$ cat src/rtl/div_pkg.sv
// Shared definitions for the sequential divider.
//   - div_state_e : FSM state encoding (IDLE, RUN, ZERO, DONE)
//   - clog2()     : iteration counter width helper
//   - DEF_WIDTH / DEF_EXT_W : default operand and quotient widths
package div_pkg;

  localparam int DEF_WIDTH = 16;
  localparam int DEF_EXT_W = 32;

  typedef enum logic [1:0] {
    ST_IDLE = 2'd0,
    ST_RUN  = 2'd1,
    ST_ZERO = 2'd2,
    ST_DONE = 2'd3
  } div_state_e;

  // Smallest r with 2**r >= value; used to size the iteration counter.
  function automatic int clog2(input int value);
    int r;
    r = 0;
    for (int i = 0; i < 31; i++) begin
      if ((1 << i) < value) r = i + 1;
    end
    return r;
  endfunction

endpackage

$ cat src/rtl/div_step.sv
// One restoring division step (purely combinational).
// Ports:
//   rem_i  [WIDTH:0]   partial remainder from the previous step
//   quo_i  [WIDTH-1:0] shift register: dividend bits not yet consumed (top)
//                      and quotient bits produced so far (bottom)
//   den_i  [WIDTH-1:0] divisor magnitude
//   rem_o  [WIDTH:0]   partial remainder after this step
//   quo_o  [WIDTH-1:0] shift register after this step (new quotient bit in LSB)
module div_step #(
  parameter int WIDTH = 16
) (
  input  logic [WIDTH:0]   rem_i,
  input  logic [WIDTH-1:0] quo_i,
  input  logic [WIDTH-1:0] den_i,
  output logic [WIDTH:0]   rem_o,
  output logic [WIDTH-1:0] quo_o
);

  logic [WIDTH:0] rem_sh;
  logic [WIDTH:0] den_ext;

  always_comb begin
    // Bring the next dividend bit into the partial remainder. The extra
    // bit keeps the shifted value from overflowing when rem is near den.
    rem_sh  = (rem_i << 1) | {{WIDTH{1'b0}}, quo_i[WIDTH-1]};
    den_ext = {1'b0, den_i};
    if (rem_sh >= den_ext) begin
      rem_o = rem_sh - den_ext;
      quo_o = {quo_i[WIDTH-2:0], 1'b1};
    end else begin
      rem_o = rem_sh;
      quo_o = {quo_i[WIDTH-2:0], 1'b0};
    end
  end

endmodule

$ cat src/rtl/seq_divider.sv
// Iterative restoring integer divider, one quotient bit per clock.
// Ports:
//   clk, reset            clock and synchronous active-high reset
//   start                 request, sampled only in IDLE or DONE
//   is_signed             1 = two's-complement operands, captured with start
//   numerator/denominator WIDTH-bit operands, captured with start
//   busy                  high while iterating (RUN)
//   done                  one-cycle pulse when results become valid
//   quotient  [EXT_W-1:0] quotient, sign- or zero-extended per captured mode
//   remainder [WIDTH-1:0] remainder, sign follows numerator in signed mode
//   error                 divide-by-zero flag, held with the results
//
// Handshake: start is taken on a rising edge when the FSM is in IDLE or DONE
// and ignored otherwise. Operands are sampled on that same edge. done is high
// for exactly the one cycle in which new results first appear; results and
// error then hold until the next done (error alone clears on the next
// accepted start).
module seq_divider
  import div_pkg::*;
#(
  parameter int WIDTH = DEF_WIDTH,
  parameter int EXT_W = DEF_EXT_W
) (
  input  logic             clk,
  input  logic             reset,
  input  logic             start,
  input  logic             is_signed,
  input  logic [WIDTH-1:0] numerator,
  input  logic [WIDTH-1:0] denominator,
  output logic             busy,
  output logic             done,
  output logic [EXT_W-1:0] quotient,
  output logic [WIDTH-1:0] remainder,
  output logic             error
);

  localparam int CNT_W = clog2(WIDTH);

  div_state_e       state_q, state_d;
  logic [CNT_W-1:0] cnt_q, cnt_d;
  logic [WIDTH:0]   rem_q, rem_d;
  logic [WIDTH-1:0] quo_q, quo_d;
  logic [WIDTH-1:0] den_q, den_d;
  logic             signed_q, signed_d;
  logic             neg_q_q, neg_q_d;
  logic             neg_r_q, neg_r_d;
  logic [EXT_W-1:0] quotient_q, quotient_d;
  logic [WIDTH-1:0] remainder_q, remainder_d;
  logic             error_q, error_d;

  logic [WIDTH:0]   step_rem;
  logic [WIDTH-1:0] step_quo;

  logic             num_neg, den_neg;
  logic [WIDTH-1:0] num_mag, den_mag;
  logic [WIDTH-1:0] rem_mag, q_res, r_res;
  logic [EXT_W-1:0] q_ext;

  div_step #(.WIDTH(WIDTH)) u_step (
    .rem_i (rem_q),
    .quo_i (quo_q),
    .den_i (den_q),
    .rem_o (step_rem),
    .quo_o (step_quo)
  );

  // Operand magnitudes: the core only ever divides non-negative values.
  // The most negative number maps to itself, which is its correct
  // unsigned magnitude.
  assign num_neg = is_signed & numerator[WIDTH-1];
  assign den_neg = is_signed & denominator[WIDTH-1];
  assign num_mag = num_neg ? -numerator : numerator;
  assign den_mag = den_neg ? -denominator : denominator;

  // Final sign fix-up uses the last step's outputs so results land in the
  // same edge that enters DONE.
  assign rem_mag = step_rem[WIDTH-1:0];
  assign q_res   = neg_q_q ? -step_quo : step_quo;
  assign r_res   = neg_r_q ? -rem_mag : rem_mag;

  always_comb begin
    q_ext = {EXT_W{signed_q & q_res[WIDTH-1]}};
    q_ext[WIDTH-1:0] = q_res;
  end

  always_comb begin
    state_d     = state_q;
    cnt_d       = cnt_q;
    rem_d       = rem_q;
    quo_d       = quo_q;
    den_d       = den_q;
    signed_d    = signed_q;
    neg_q_d     = neg_q_q;
    neg_r_d     = neg_r_q;
    quotient_d  = quotient_q;
    remainder_d = remainder_q;
    error_d     = error_q;

    case (state_q)
      ST_IDLE, ST_DONE: begin
        state_d = ST_IDLE;
        if (start) begin
          error_d  = 1'b0;
          signed_d = is_signed;
          cnt_d    = '0;
          rem_d    = '0;
          if (denominator == '0) begin
            // Raw numerator is parked in quo so ZERO can return it verbatim.
            state_d = ST_ZERO;
            quo_d   = numerator;
            den_d   = '0;
            neg_q_d = 1'b0;
            neg_r_d = 1'b0;
          end else begin
            state_d = ST_RUN;
            quo_d   = num_mag;
            den_d   = den_mag;
            neg_q_d = num_neg ^ den_neg;
            neg_r_d = num_neg;
          end
        end
      end
      ST_RUN: begin
        rem_d = step_rem;
        quo_d = step_quo;
        cnt_d = cnt_q + CNT_W'(1);
        if (cnt_q == CNT_W'(WIDTH - 1)) begin
          state_d     = ST_DONE;
          quotient_d  = q_ext;
          remainder_d = r_res;
          error_d     = 1'b0;
        end
      end
      ST_ZERO: begin
        state_d     = ST_DONE;
        quotient_d  = '1;
        remainder_d = quo_q;
        error_d     = 1'b1;
      end
      default: state_d = ST_IDLE;
    endcase
  end

  always_ff @(posedge clk) begin
    if (reset) begin
      state_q     <= ST_IDLE;
      cnt_q       <= '0;
      rem_q       <= '0;
      quo_q       <= '0;
      den_q       <= '0;
      signed_q    <= 1'b0;
      neg_q_q     <= 1'b0;
      neg_r_q     <= 1'b0;
      quotient_q  <= '0;
      remainder_q <= '0;
      error_q     <= 1'b0;
    end else begin
      state_q     <= state_d;
      cnt_q       <= cnt_d;
      rem_q       <= rem_d;
      quo_q       <= quo_d;
      den_q       <= den_d;
      signed_q    <= signed_d;
      neg_q_q     <= neg_q_d;
      neg_r_q     <= neg_r_d;
      quotient_q  <= quotient_d;
      remainder_q <= remainder_d;
      error_q     <= error_d;
    end
  end

  assign busy      = (state_q == ST_RUN);
  assign done      = (state_q == ST_DONE);
  assign quotient  = quotient_q;
  assign remainder = remainder_q;
  assign error     = error_q;

endmodule
$ cat config.mk
export PLATFORM = sky130hd
export DESIGN_NAME = seq_divider
export DESIGN_NICKNAME = d
export VERILOG_FILES = /design/src/rtl/div_pkg.sv /design/src/rtl/div_step.sv /design/src/rtl/seq_divider.sv
export SDC_FILE = /design/constraint.sdc
export NUM_CORES = 1
export LEC_CHECK = 0
export BUFFER_PORTS_ARGS = -buffer_cell sky130_fd_sc_hd__buf_2
export CORE_ASPECT_RATIO = 0.75
export CORE_MARGIN = 5
export CORE_UTILIZATION = 40
export DETAILED_ROUTE_END_ITERATION = 16
export MAX_ROUTING_LAYER = met4
export PLACE_DENSITY = 0.64
export REMOVE_ABC_BUFFERS = 1
export SLEW_MARGIN = 20
export SYNTH_ARGS = -nofsm -noshare
export SYNTH_HDL_FRONTEND = slang
export SYNTH_SLANG_ARGS = --single-unit
export TNS_END_PERCENT = 50
$ cat constraint.sdc
create_clock -name clk -period 12.3 [get_ports clk]
set_clock_uncertainty 0.05 [all_clocks]
set_input_delay 0.615 -clock clk [delete_from_list [all_inputs] [get_ports clk]]
set_output_delay 0.615 -clock clk [all_outputs]
set_load 0.03 [all_outputs]
==> run_results.csv, run 1 <==
group,metric,value,unit
cts,cts_resized,0,
sta,setup_viol,0,
sta,worst_slack,7.83,ns
critical_path,cp-end-kind,"register",
route,drtPass1Iterations,5,
sta,relSlewSlack,26.3,%
sta,worst_pin_slew,1.10,ns
die,io_pins,87,
critical_path,cp-startpoint,"rem_q[3]",
route,vias_per_cell,5.63,
die,die-height,119,µm
finish,final_util,45.1,%
critical_path,worstPathArrival,4.67,ns
yosys,synth_area,6380,µm²
route,postRouteAntennaNets,0,
yosys,synth-edff-count,0,
critical_path,r2r-start,"rem_q[3]",
yosys,ys_seq_elements,91,
die,start_util,40.4,%
outcome,status,"complete, no violations",
finish,drive_gt1_share,15.5,%
run,drv_cap,0,
die,die_x,156,µm
placed_design,gp_congestion,0.926,
cts,clockBufferDepth,2,
sta,period_minus_slack,4.47,ns
route,drc,0,
route,drt_iter0_drc,656,
cts,post_cts_buffers,0,
die,row_count,40,
worst_hold_path,hold_path.class,"reg -> reg",
cts,cts_tree,"yes",
global_routing,antenna_found_initial,0,
global_routing,first_global_vias,5612,
cts,cts-root-buf,"clkbuf_16",
global_routing,track_usage,20.3,%
finish,layout.nets,950,
yosys,yosysUniqueCellTypes,76,
die,coreArea,15800,µm²
cts,cts_sinks,91,
sta,slew_violations,0,
critical_path,r2r-end,"remainder[12]",
yosys,async_flop_share,0,%
cts,worstSkewPairLatency,0.35,ns
critical_path,reg2reg_slack,7.83,ns
critical_path,critical_path_class,"reg -> reg",
cts,holdBufCountCts,0,
finish,diodes,0,
finish,area_growth_syn_to_layout,11.8,%
cts,numCtsBuffers,9,
global_routing,grt_first_pass_wirelength,29900,µm
sta,fmax,224,MHz
die,fp.dieArea,18600,µm²
sta,finalHoldViolCount,0,
route,vias,6214,
yosys,synthDominantCellAreaShare,28.5,%
route,drt-total-wl,18600,µm
yosys,synth_area_leaders,"dfxtp_1 (29%), nand2_1 (6.4%), nor2_1 (5.8%)",
critical_path,reg2reg_depth,18,
placed_design,hpwl,13700,µm
yosys,synth.avg_cell_area,7.54,µm²
yosys,synth-main-ff-cell,"dfxtp_1",
global_routing,grt_overflow,0,
yosys,syn_inst,847,
critical_path,crit_required,12.50,ns
yosys,seq_area_frac_synth,28.5,%
worst_hold_path,hp-start,"den_q[13]",
critical_path,critPathMaxFanout,20,
placed_design,dp_slack,7.88,ns
yosys,ys_warn_count,0,
yosys,yosys.area.top_type,"dfxtp_1",
route,wire_per_inst,16.8,µm
sta,finalCritPeriodShare,36.3,%
sta,rsz0062_at_grt,"no",
cts,clkTransAtPathRegs,0.07,ns
sta,setup_tns,0,ns
placed_design,io_buffer_count,86,
cts,htree_levels,3,
critical_path,worstSetupStartpointType,"register",
global_routing,grt_max_degree,50,
finish,fill_cells,1658,
critical_path,critPathCapture,"remainder[12]",
registers in the layout, summed over array words and instances (netlist names):
name and flops:
quo_q 16, signed_q 1, den_q 16, quotient 17, neg_r_q 1, cnt_q 4
state_q 2, neg_q_q 1, rem_q 16, error 1, remainder 16
how the worst min path moves through the flow:
stage / end / cells after the start
6_report: den_q[13] / 2
5_1_grt: den_q[13] / 2
4_1_cts: den_q[13] / 2
3_5_place_dp: den_q[13] / 2
3_3_place_gp: den_q[1] / 2
2_1_floorplan: den_q[13] / 2
through the flow:
stage	hold slack (ns)	instances	area, µm²
6_report	0.408	1104	7130
5_1_grt	0.433	1104	7130
4_1_cts	0.409	1104	7130
3_5_place_dp	0.400	1088	6830
3_3_place_gp	0.391	1088	6830
2_1_floorplan	0.376	785	6070
routing by layer:
layer  up-vias  track usage (%)  share of wire, %
met5         -                -                 0
met4         0             3.88              0.99
met3        18             4.21               6.7
met2       200             27.1                40
met1      2899             31.1                53
li1       3097                -                 -
worst max-delay path: stages, from the launching register on:
cell,delay [ns]
dfxtp_1,0.36
ha_1,0.40
and2_4,0.20
a311oi_2,0.37
a21oi_2,0.16
nor3_4,0.37
a21oi_4,0.10
inv_2,0.31
nand2_1,0.09
o21ai_1,0.14
inv_1,0.07
ha_1,0.22
o211a_1,0.12
a31oi_1,0.27
nor3_1,0.12
mux2i_2,0.33
o31ai_1,0.14
xor2_1,0.18
a2111oi_2,0.35
synthesized netlist by cell type, types with 6 or more instances:
cell	n
clkbuf_1	38
a31oi_1	7
nand3_1	17
inv_1	33
nand2b_1	8
dfxtp_1	91
o21ai_1	8
a22oi_1	15
ha_1	24
nor2_1	98
or3_1	12
nand2_1	108
and2_1	9
nor2b_1	10
a21oi_1	65
a311oi_1	11
xnor2_1	34
a211oi_1	20
nor4_1	9
o21ai_0	54
mux2i_1	13
nor3_1	17
xor2_1	19
o21a_1	6
buf_4	17
o211ai_1	7
layout make-up:
type	count	area, µm²	area share, %
multi-input combinational	660	4130	57.9
sequential	91	1820	25.5
timing repair buffer	93	483	6.77
tap	210	263	3.68
clock buffer	9	225	3.16
inverter	34	128	1.79
clock inverter	7	83.8	1.18
cell families (layout without fill, tap and decap cells):
family / count (synthesis) / after routing / synth area share, %
DFF: 91 / 91 / 28.5
xor gates and xnor gates: 53 / 53 / 7.27
buffers and inverters: 96 / 143 / 6.94
AOI/OAI and AO/OA: 245 / 245 / 25.8
adders and majority gates: 25 / 25 / 5.02
and+or+nand+nor: 317 / 317 / 23.0
muxes: 20 / 20 / 3.49
placed cells by master, fill, tap and decap left out, types with 5 or more instances in the layout:
| master | n |
|---|---|
| a211oi_1 | 20 |
| a21oi_1 | 65 |
| a22oi_1 | 15 |
| a311oi_1 | 11 |
| a31oi_1 | 7 |
| and2_1 | 9 |
| buf_2 | 86 |
| buf_4 | 7 |
| clkbuf_16 | 9 |
| dfxtp_1 | 91 |
| ha_1 | 24 |
| inv_1 | 33 |
| mux2i_1 | 13 |
| nand2_1 | 108 |
| nand2b_1 | 8 |
| nand3_1 | 17 |
| nor2_1 | 98 |
| nor2b_1 | 10 |
| nor3_1 | 17 |
| nor4_1 | 9 |
| o211ai_1 | 7 |
| o21a_1 | 6 |
| o21ai_0 | 54 |
| o21ai_1 | 7 |
| o31ai_1 | 5 |
| or3_1 | 12 |
| xnor2_1 | 34 |
| xor2_1 | 19 |
Power of run 1 is left out: the tool's default activity adds up to more than one toggle a clock period on the data nets, which glitch-free logic cannot reach.
==> inputs of run 2 (changes only) <==
ABC_AREA = 1   (was not set)
clock period = 4.6 ns   (was 12.3 ns; I/O delays follow)
==> run_results.csv, run 2 <==
group,metric,value,unit
outcome,status,"complete, no violations",
critical_path,worstPathArrival,3.79,ns
yosys,synth-main-ff-cell,"dfxtp_1",
die,io_pins,87,
sta,period_minus_slack,3.59,ns
critical_path,r2r-start,"den_q[2]",
die,start_util,41.1,%
yosys,syn_inst,1049,
sta,finalHoldViolCount,0,
yosys,synth.avg_cell_area,6.36,µm²
cts,numCtsBuffers,9,
yosys,synthDominantCellAreaShare,27.3,%
route,postRouteAntennaNets,0,
yosys,synth.most_common_cell,"nand2_1",
finish,area_growth_syn_to_layout,10.8,%
yosys,yosysUniqueCellTypes,48,
cts,clockBufferDepth,2,
sta,finalCritPeriodShare,78.1,%
global_routing,grt_overflow,0,
die,die_x,159,µm
run,drv_cap,0,
global_routing,antenna_found_initial,0,
finish,regArea,1820,µm²
critical_path,worstSetupStartpointType,"register",
route,drt-total-wl,18900,µm
route,vias_per_cell,5.03,
critical_path,cp-end-kind,"register",
yosys,synth_area_leaders,"dfxtp_1 (27%), nand2_1 (17%), a21oi_1 (8.3%)",
finish,final_cell_mix,"nand2_1 (296), inv_1 (120), a21oi_1 (110), dfxtp_1 (91), buf_2 (86)",
yosys,synth_common_cells,"nand2_1 (296), inv_1 (121), a21oi_1 (110)",
worst_hold_path,hold_path.class,"in -> reg",
cts,cts_tree,"yes",
cts,clkTransAtPathRegs,0.07,ns
cts,cts_resized,0,
global_routing,track_usage,20.2,%
sta,rsz0062_at_grt,"no",
critical_path,critPathMaxFanout,26,
die,fp.dieArea,19400,µm²
finish,fill_cells,1764,
finish,mostFrequentLayoutCell,"nand2_1",
worst_hold_path,min_delay_path_depth,3,
worst_hold_path,hp-start,"denominator[0]",
die,coreArea,16200,µm²
critical_path,critical_path_class,"reg -> reg",
global_routing,grt_max_degree,69,
yosys,ys_seq_elements,91,
cts,cts-root-buf,"clkbuf_16",
die,row_count,40,
route,drtPass1Iterations,5,
sta,setup_tns,0,ns
critical_path,reg2reg_depth,22,
route,drc,0,
critical_path,reg2reg_slack,1.01,ns
cts,worstSkewPairLatency,0.36,ns
sta,hold_slack,0.0958,ns
finish,largest_reg_flops,17,
sta,relSlewSlack,48.2,%
yosys,seq_area_frac_synth,27.3,%
route,drt_iter0_drc,618,
cts,htree_levels,3,
finish,diodes,0,
yosys,ys_warn_count,0,
finish,layout.nets,1158,
yosys,async_flop_share,0,%
sta,setup_viol,0,
global_routing,first_global_vias,6017,
finish,multi_input_area,4040,µm²
route,vias,6601,
placed_design,io_buffer_count,86,
die,die-height,122,µm
cts,cts_sinks,91,
sta,slew_violations,0,
route,wire_per_inst,14.4,µm
global_routing,grt_first_pass_wirelength,31200,µm
sta,fmax,278,MHz
yosys,synth-edff-count,0,
critical_path,r2r-end,"quotient[14]",
placed_design,hpwl,14600,µm
cts,holdBufCountCts,0,
yosys,synth_area,6670,µm²
yosys,yosys.area.top_type,"dfxtp_1",
sta,worst_pin_slew,0.777,ns
placed_design,gp_congestion,0.961,
finish,drive_gt1_share,16.2,%
cts,post_cts_buffers,0,
worst_hold_path,min_to,"den_q[0]",
critical_path,crit_required,4.79,ns
## run 2: cell types whose count changed in the layout (fill, tap and decap cells not counted), moves of 13 or more
cell,previous run,this run
nand2_1,108,296
inv_1,33,120
a21oi_1,65,110
nand3_1,17,60
nor2_1,98,67
a211oi_1,20,1
nand2_2,0,19
xnor2_1,34,15
a22oi_1,15,0
mux2i_1,13,0
## run 2: metrics by stage
stage / instance area [µm²] / setup slack (ns) / cells / util, %
finish: 7390 / 1.01 / 1312 / 45.6
global route: 7390 / 0.606 / 1312 / 45.6
global placement: 7120 / 1.20 / 1296 / 43.9
detailed placement: 7120 / 1.11 / 1296 / 43.9
CTS: 7390 / 1.06 / 1312 / 45.6
floorplan: 6370 / 0.751 / 993 / -
## run 2: layer usage
metal	track usage [%]	vias up	routed length, µm
met3	4.26	14	1240
met1	30.5	2938	10100
met2	27.4	187	7410
met4	4.10	0	153
met5	-	-	0
li1	-	3462	-
## run 2: worst max-delay path: stages, from the launching register on
cell and delay [ns]:
dfxtp_1 0.34, inv_1 0.05, ha_1 0.36, nand2_1 0.10, nand2_1 0.07, nand2_1 0.08, nand2_1 0.06, nand2_1 0.09
nand3_2 0.11, nand3_4 0.22, nand2_8 0.20, inv_2 0.10, ha_1 0.15, inv_1 0.05, nor3_1 0.27, nand3_1 0.15
nor3_1 0.20, a31oi_1 0.18, nor2_1 0.16, o21ai_0 0.12, xor2_1 0.16, o221ai_1 0.15, inv_1 0.05
## run 2: worst max path at each step
stage / from / endpoint
after floorplan: quotient[30] / quotient[30]
after global placement: den_q[14] / quotient[14]
after detailed placement: rem_q[7] / quotient[14]
after CTS: den_q[2] / quotient[14]
after global routing: den_q[14] / quotient[14]
final: den_q[2] / quotient[14]
## run 2: final cells by class
cell class	instances	area share, %
Inverter	137	6.95
Timing Repair Buffer	93	6.53
Clock buffer	9	3.05
Multi-Input combinational cell	765	54.6
Tap cell	210	3.55
Clock inverter	7	0.694
Sequential cell	91	24.6
## run 2: cell families after synthesis
family / count (synthesis) / share of synthesized area [%]
buffers and inverters: 193 / 12.2
XOR/XNOR: 35 / 4.59
AND/OR/NAND/NOR: 504 / 34.3
adder cells (fa/ha/maj): 25 / 4.80
flip-flops: 91 / 27.3
AO/OA/AOI/OAI: 201 / 16.8
Power of run 2 is left out for the same reason.
